File: config.mk
export PLATFORM = sky130hd
export DESIGN_NAME = md_unit_iter
export DESIGN_NICKNAME = d
export VERILOG_FILES = /design/src/rtl/md_unit_iter.sv
export SDC_FILE = /design/constraint.sdc
export NUM_CORES = 1
export LEC_CHECK = 0
export ABC_AREA = 1
export CORE_ASPECT_RATIO = 0.7
export CORE_MARGIN = 8
export CORE_UTILIZATION = 25
export DETAILED_ROUTE_END_ITERATION = 7
export SKIP_LAST_GASP = 1
export SLEW_MARGIN = 20
export SYNTH_ARGS = -nofsm -noshare
export SYNTH_HDL_FRONTEND = slang
export SYNTH_SLANG_ARGS = --single-unit
File: constraint.sdc
create_clock -name clk -period 17.23 [get_ports clk]
set_input_delay 3.446 -clock clk [delete_from_list [all_inputs] [get_ports clk]]
set_output_delay 3.446 -clock clk [all_outputs]
set_load 0.01 [all_outputs]
File: src/rtl/md_unit_iter.sv
// Iterative 32-bit multiply/divide unit with HI/LO registers.
// Each op takes 32 shift-add or restoring-divide steps, then one sign-fixup cycle.
module md_unit_iter (
    input  logic        clk,
    input  logic        rst,
    input  logic        start,
    input  logic [2:0]  op,
    input  logic [31:0] a,
    input  logic [31:0] b,
    input  logic        cancel,
    output logic        busy,
    output logic        done,
    output logic [31:0] hi,
    output logic [31:0] lo
);

    typedef enum logic [1:0] {StIdle, StRun, StFix} state_e;

    state_e      state_q, state_d;
    logic [4:0]  cnt_q, cnt_d;
    logic [63:0] acc_q, acc_d;
    logic [31:0] mcand_q, mcand_d;
    logic        is_div_q, is_div_d;
    logic        neg_quo_q, neg_quo_d;
    logic        neg_rem_q, neg_rem_d;
    logic [31:0] hi_q, hi_d, lo_q, lo_d;
    logic        busy_q, busy_d, done_q, done_d;

    logic        is_signed;
    logic [31:0] a_mag, b_mag;
    logic [32:0] add_sum;
    logic [32:0] div_diff;
    logic        div_ok;
    logic [63:0] prod_fix;
    logic [31:0] quo_fix, rem_fix;

    assign is_signed = ~op[0];
    assign a_mag     = (is_signed && a[31]) ? (~a + 32'd1) : a;
    assign b_mag     = (is_signed && b[31]) ? (~b + 32'd1) : b;

    // Multiply: acc = {partial product, remaining multiplier bits}, shifted right each step.
    assign add_sum  = {1'b0, acc_q[63:32]} + {1'b0, (acc_q[0] ? mcand_q : 32'h0)};
    // Divide: acc = {remainder, dividend/quotient}, shifted left each step.
    assign div_ok   = acc_q[63:31] >= {1'b0, mcand_q};
    assign div_diff = acc_q[63:31] - {1'b0, mcand_q};

    assign prod_fix = neg_quo_q ? (~acc_q + 64'd1) : acc_q;
    assign quo_fix  = neg_quo_q ? (~acc_q[31:0] + 32'd1) : acc_q[31:0];
    assign rem_fix  = neg_rem_q ? (~acc_q[63:32] + 32'd1) : acc_q[63:32];

    always_comb begin
        state_d   = state_q;
        cnt_d     = cnt_q;
        acc_d     = acc_q;
        mcand_d   = mcand_q;
        is_div_d  = is_div_q;
        neg_quo_d = neg_quo_q;
        neg_rem_d = neg_rem_q;
        hi_d      = hi_q;
        lo_d      = lo_q;
        busy_d    = busy_q;
        done_d    = 1'b0;
        unique case (state_q)
            StIdle: begin
                if (start && !cancel) begin
                    if (!op[2]) begin
                        is_div_d  = op[1];
                        acc_d     = {32'h0, (op[1] ? a_mag : b_mag)};
                        mcand_d   = op[1] ? b_mag : a_mag;
                        // Divide by zero keeps an all-ones quotient regardless of sign.
                        neg_quo_d = is_signed & (a[31] ^ b[31]) & ~(op[1] & (b == 32'h0));
                        neg_rem_d = is_signed & a[31];
                        cnt_d     = 5'd0;
                        busy_d    = 1'b1;
                        state_d   = StRun;
                    end else if (op == 3'd4) begin
                        hi_d = a;
                    end else if (op == 3'd5) begin
                        lo_d = a;
                    end
                end
            end
            StRun: begin
                if (cancel) begin
                    busy_d  = 1'b0;
                    state_d = StIdle;
                end else begin
                    if (is_div_q) begin
                        acc_d = div_ok ? {div_diff[31:0], acc_q[30:0], 1'b1}
                                       : {acc_q[62:0], 1'b0};
                    end else begin
                        acc_d = {add_sum, acc_q[31:1]};
                    end
                    cnt_d = cnt_q + 5'd1;
                    if (cnt_q == 5'd31) state_d = StFix;
                end
            end
            StFix: begin
                busy_d  = 1'b0;
                state_d = StIdle;
                if (!cancel) begin
                    done_d = 1'b1;
                    if (is_div_q) begin
                        hi_d = rem_fix;
                        lo_d = quo_fix;
                    end else begin
                        hi_d = prod_fix[63:32];
                        lo_d = prod_fix[31:0];
                    end
                end
            end
            default: state_d = StIdle;
        endcase
    end

    always_ff @(posedge clk or posedge rst) begin
        if (rst) begin
            state_q   <= StIdle;
            cnt_q     <= 5'd0;
            acc_q     <= 64'h0;
            mcand_q   <= 32'h0;
            is_div_q  <= 1'b0;
            neg_quo_q <= 1'b0;
            neg_rem_q <= 1'b0;
            hi_q      <= 32'h0;
            lo_q      <= 32'h0;
            busy_q    <= 1'b0;
            done_q    <= 1'b0;
        end else begin
            state_q   <= state_d;
            cnt_q     <= cnt_d;
            acc_q     <= acc_d;
            mcand_q   <= mcand_d;
            is_div_q  <= is_div_d;
            neg_quo_q <= neg_quo_d;
            neg_rem_q <= neg_rem_d;
            hi_q      <= hi_d;
            lo_q      <= lo_d;
            busy_q    <= busy_d;
            done_q    <= done_d;
        end
    end

    assign busy = busy_q;
    assign done = done_q;
    assign hi   = hi_q;
    assign lo   = lo_q;

endmodule

-- Word level (Yosys, flattened, before mapping)
Cells that the tools add are included.
- add/subtract/negate cells: 8
- bitwise gates (word level): 13
- multipliers: 0
- mux-type cells: 42
- shift-type cells: 0
- reductions and logical operators: 15
- div/mod/pow operators: 0
- $lt $le $gt $ge: 1
- equality and inequality tests: 15
- operator list (operator ; number):
    $mux 32 ; 18
    $mux 64 ; 6
    $add 32x1->32 const B ; 4
    $not 32->32 ; 4
    $pmux 32 s2 ; 2
    $pmux 64 s2 ; 1
    $add 64x1->64 const B ; 1
    $not 64->64 ; 1
    $add 32x32->33 ; 1
    $ge 33x32->1 ; 1
    $logic_not 32->1 ; 1
    $sub 32x32->32 ; 1
    $ne 2x2->1 const B ; 9
    $mux 5 ; 3
    $pmux 5 s2 ; 1
    $mux 2 ; 4
    $reduce_and 4->1 ; 2
    $eq 3x3->1 const B ; 2
    $reduce_and 3->1 ; 2
    $reduce_and 6->1 ; 1
    $add 5x1->5 const B ; 1
    $eq 5x5->1 const B ; 1
    $mux 1 ; 5
    $reduce_and 5->1 ; 1
    13 further kinds ; 21
- logic and storage cells: 105
- output and inout bits: 66
- latch bits: 0
- input port bits: 71
- memories: 0
- flip-flop bits (word level): 172
- memory bits (read-only): 0
- memory bits (writable): 0

-- Longest topological paths before layout
- depth after elaboration: 7
- depth in mapped cells: 22

-- Worst setup path after synthesis
No wires, ideal clock.
- path type: input to register
- start point: in a[0]
- end point: reg acc_q[12]
- library setup time: 0.077 ns
- stages on the path: 11
- setup slack: 12.413 ns
- required time: 17.153 ns
- data arrival time: 4.739 ns
- cells stage by stage: inv_1 -> ha_1 -> nand3_1 -> nor2_1 -> nand2_1 -> o21ai_0 -> xor2_1 -> inv_1 -> nand2_1 -> nand3_1 -> a21oi_1
- cells in the longest elaborated chain, start to end: 7
- ends and longest elaborated chain (element ; line ; text):
    from (decl) ; 8 ; input logic [31:0] a,
    $not 32->32 ; 38 ; assign a_mag = (is_signed && a[31]) ? (~a + 32'd1) : a;
    $add 32x1->32 ; 38 ;
    $mux 32 ; 38 ;
    $mux 32 ; 68 ; acc_d = {32'h0, (op[1] ? a_mag : b_mag)};
    $mux 64 ; 66 ; if (!op[2]) begin
    $mux 64 ; 65 ; if (start && !cancel) begin
    $pmux 64 s2 ; 63 ; unique case (state_q)
    to (signal assigned) ; 120 ; acc_q <= 64'h0;
    to (signal assigned) ; 132 ; acc_q <= acc_d;
    to (decl) ; 21 ; logic [63:0] acc_q, acc_d;
No other way between the ends. The select of a mux whose other input is x is not followed.
A chain may end at the register's enable or synchronous reset.

-- Worst setup path after layout
- start point: in op[1]
- end point: reg hi_q[28] (netlist: hi[28])
- cells in the longest elaborated chain, start to end: 3
- ends and longest elaborated chain (element ; line ; text):
    from (decl) ; 7 ; input logic [2:0] op,
    $eq 3x3->1 ; 76 ; end else if (op == 3'd4) begin
    $ne 2x2->1 (no line) ; - ;
    $reduce_and 5->1 (no line) ; - ;
    to (signal assigned) ; 137 ; hi_q <= hi_d;
    to (decl) ; 26 ; logic [31:0] hi_q, hi_d, lo_q, lo_d;
No other way between the ends.

==> qor.csv <==
stage;metric;value;unit
yosys;largest area contributor in the netlist;dfrtp_1;
placed_design;Buffers on Ports;136;
global_route;first-pass GRT wire length;138;mm
global_route;vias in the first global route;19600;
yosys;unique cell type count in the Yosys netlist;57;
timing;Tmin final;5.97;ns
clock_network;Clock Tree Root;clkbuf_16;
clock_network;worst skew pair latency;0.49;ns
clock_network;Inserted Clock Buffers;17;
global_route;final global-route overflow total;0;
die;DIE WIDTH;340;um
timing;Fmax;168;MHz
timing;Final Cycle Share;34.6;%
drt;Routed WL;96.0;mm
yosys;Seq cells post-synth;172;
power;Final Power;4.24;mW
yosys;Avg Cell Area, Syn;5.79;um^2
critical_path;worst r2r src;acc_q[0];
die;Initial Utilization;25.1;%
power;leakage;10.8;nW
yosys;Mapped Nets;3316;
drt;First-pass DRT Iterations;7;
cells_and_area;multi-input logic area;0.0118;mm^2
drt;vias per cell;5.17;
yosys;Gate Count Post-Synth;3169;
cells_and_area;non-filler instance count after layout;4240;
timing;max-slew violation count;0;
clock_network;H-tree Lvls;4;
global_route;initial antenna violation count;6;
critical_path;crit start category;input pin;
timing;final setup fails;0;
cells_and_area;Area growth syn-to-layout;16.0;%
yosys;register area share after synthesis;23.5;%
die;Rows;83;
yosys;ys async rst share;100;%
cells_and_area;Finished Core Util;29.1;%
power;Max IR drop VDD;0.119;mV
drt;post-route ant nets;0;
yosys;Post-synth EDFFs;0;
hold_path;Hold WC Path Type;reg -> reg;
critical_path;Setup CP Type;in -> reg;
drt;mean routed wirelength per cell;22.6;um
drt;Post-route DRC;0;
die;Top Ports;137;
placed_design;DP HPWL;79.4;mm
timing;Fin Clk Skew;0.0271;ns
clock_network;Sink Count;172;
clock_network;Post-CTS Hold Buffers;0;
critical_path;Req. time, crit path;17.58;ns
critical_path;FF-to-FF End;acc_q[61];
clock_network;clock slew at the register clock pins of the worst setup and hold paths;0.08;ns
timing;Slew HR;18.3;%
clock_network;Longest Clk Path Bufs;2;
drt;via count;21900;
cells_and_area;Final #Nets;3395;
critical_path;Setup crit start;op[1];
timing;Fin Hold WS;0.489;ns
critical_path;Worst setup EP type;register;
die;Die H;243;um
timing;worst slew pin tran;1.22;ns
global_route;total track usage;22.3;%
critical_path;worst reg2reg setup slack;13.42;ns
run;number of max-cap violations;0;
drt;DR iter-0 viols;3062;
timing;final hold vios;0;
timing;RSZ-0062 raised after global routing;no;
hold_path;Hold Path Depth;2;
yosys;synthesized area;0.0183;mm^2
yosys;Synth area leaders;dfrtp_1, nand2_1, inv_1;
critical_path;Arr. time, crit path;6.32;ns
clock_network;post-CTS resize count;0;
power;pwr dens;199;mW/mm^2
yosys;yosys warns;0;
yosys;prevailing post-synth register cell;dfrtp_1;
timing;setup TNS;0;ns
critical_path;worst-path maximum fanout;40;
cells_and_area;ratio of cells with drive above 1 in the final layout;3.86;%
die;total core area;0.0730;mm^2
status;outcome;finished, final reports clean;
placed_design;GPL Wtd Cong;1.03;
cells_and_area;Reg area;0.00431;mm^2
critical_path;cell count of the worst reg-to-reg path;20;
clock_network;post-CTS setup buffer count;0;
placed_design;placed cells;4206;
die;full die area;0.0824;mm^2
clock_network;CTS tree;done;
global_route;largest net degree at the start of global routing;74;
yosys;top-area cell type share of the netlist area;23.5;%
critical_path;Critical Path End;hi[28];
cells_and_area;fillers;8273;
==> layout make-up <==
type | instances | area share, %
Antenna cell | 2 | 0.0235
Clock buffer | 18 | 2.07
Clock inverter | 14 | 0.671
Inverter | 473 | 8.38
Multi-Input combinational cell | 2422 | 55.5
Sequential cell | 172 | 20.3
Tap cell | 977 | 5.75
Timing Repair Buffer | 162 | 7.32
==> logic make-up after synthesis <==
kind of cell,count (synthesis),synth area share [%]
AO/OA/AOI/OAI,434,13.5
buffers and inverters,575,12.3
adder cells (fa/ha/maj),76,5.27
flip-flops,172,23.5
XOR/XNOR,62,2.96
multiplexers,1,0.0546
AND/OR/NAND/NOR,1849,42.4
==> cell usage after synthesis (7+ instances only) <==
master	number
nand2_1	955
inv_1	461
nor2_1	426
nand3_1	330
dfrtp_1	172
a21oi_1	163
o21ai_0	139
ha_1	74
xor2_1	55
clkbuf_1	51
nand4_1	49
buf_2	34
a31oi_1	30
nor3_1	23
o211ai_1	23
nand3b_1	18
a22oi_1	16
o21ai_1	15
nor2_2	14
o221ai_1	13
inv_2	10
buf_1	9
nand2_2	9
xnor2_1	7
==> critical path, cell delays in order <==
cell	delay [ns]
clkdlybuf4s50_1	0.46
buf_4	0.41
o31ai_1	0.14
nand2_1	0.08
buf_4	0.35
clkinv_1	0.92
nor2_1	0.38
a21oi_1	0.07
==> stage by stage <==
stage	setup slack [ns]	cell area (um^2)
final	11.26	21300
after global routing	11.07	21300
after detailed placement	10.91	20700
after global placement	10.93	20700
after floorplan	9.12	18300
after CTS	11.41	21300
==> registers in the layout (all words and copies together), names as in the netlist <==
name       cells
state_q        2
hi            32
neg_rem_q      1
done           1
acc_q         64
neg_quo_q      1
mcand_q       32
lo            32
busy           1
is_div_q       1
cnt_q          5
==> cells in the final DEF, fill, tap and decap left out, types with 5 or more instances in the layout <==
master and n:
a21o_1 5, a21oi_1 163, a22oi_1 16, a31oi_1 30
buf_4 26, clkbuf_16 17, clkdlybuf4s50_1 136, dfrtp_1 170
ha_1 73, inv_1 459, inv_2 10, inv_6 7
nand2_1 955, nand2_2 9, nand3_1 330, nand3b_1 18
nand4_1 49, nor2_1 423, nor2_2 16, nor2_4 6
nor3_1 23, o211ai_1 23, o211ai_2 5, o21ai_0 139
o21ai_1 15, o21bai_1 6, o221ai_1 13, xnor2_1 7
xor2_1 55
==> power breakdown <==
group / leakage, nW / switching, mW / total (mW) / internal [mW]
sequential: 2.07 / 0.293 / 0.875 / 0.582
combinational: 8.44 / 2.06 / 2.95 / 0.889
clock: 0.286 / 0.216 / 0.413 / 0.198
total: 10.8 / 2.57 / 4.24 / 1.67
==> per-layer routing <==
metal	up-vias	part of all wire [%]	GRT usage, %
met2	1212	35	26.8
met1	10300	47	33.5
met5	-	0.070	0
met3	101	16	12.5
li1	10300	-	-
met4	10	1.6	3.96
==> worst min path at each step <==
stage	slack (ns)	startpoint	endpoint
floorplan	0.46	cnt_q[4]	cnt_q[4]
global placement	0.47	lo[14]	lo[14]
detailed placement	0.48	lo[11]	lo[11]
global route	0.51	lo[3]	lo[3]
CTS	0.50	lo[11]	lo[11]
finish	0.49	lo[8]	lo[8]
Power figures use the tool's default switching activity.
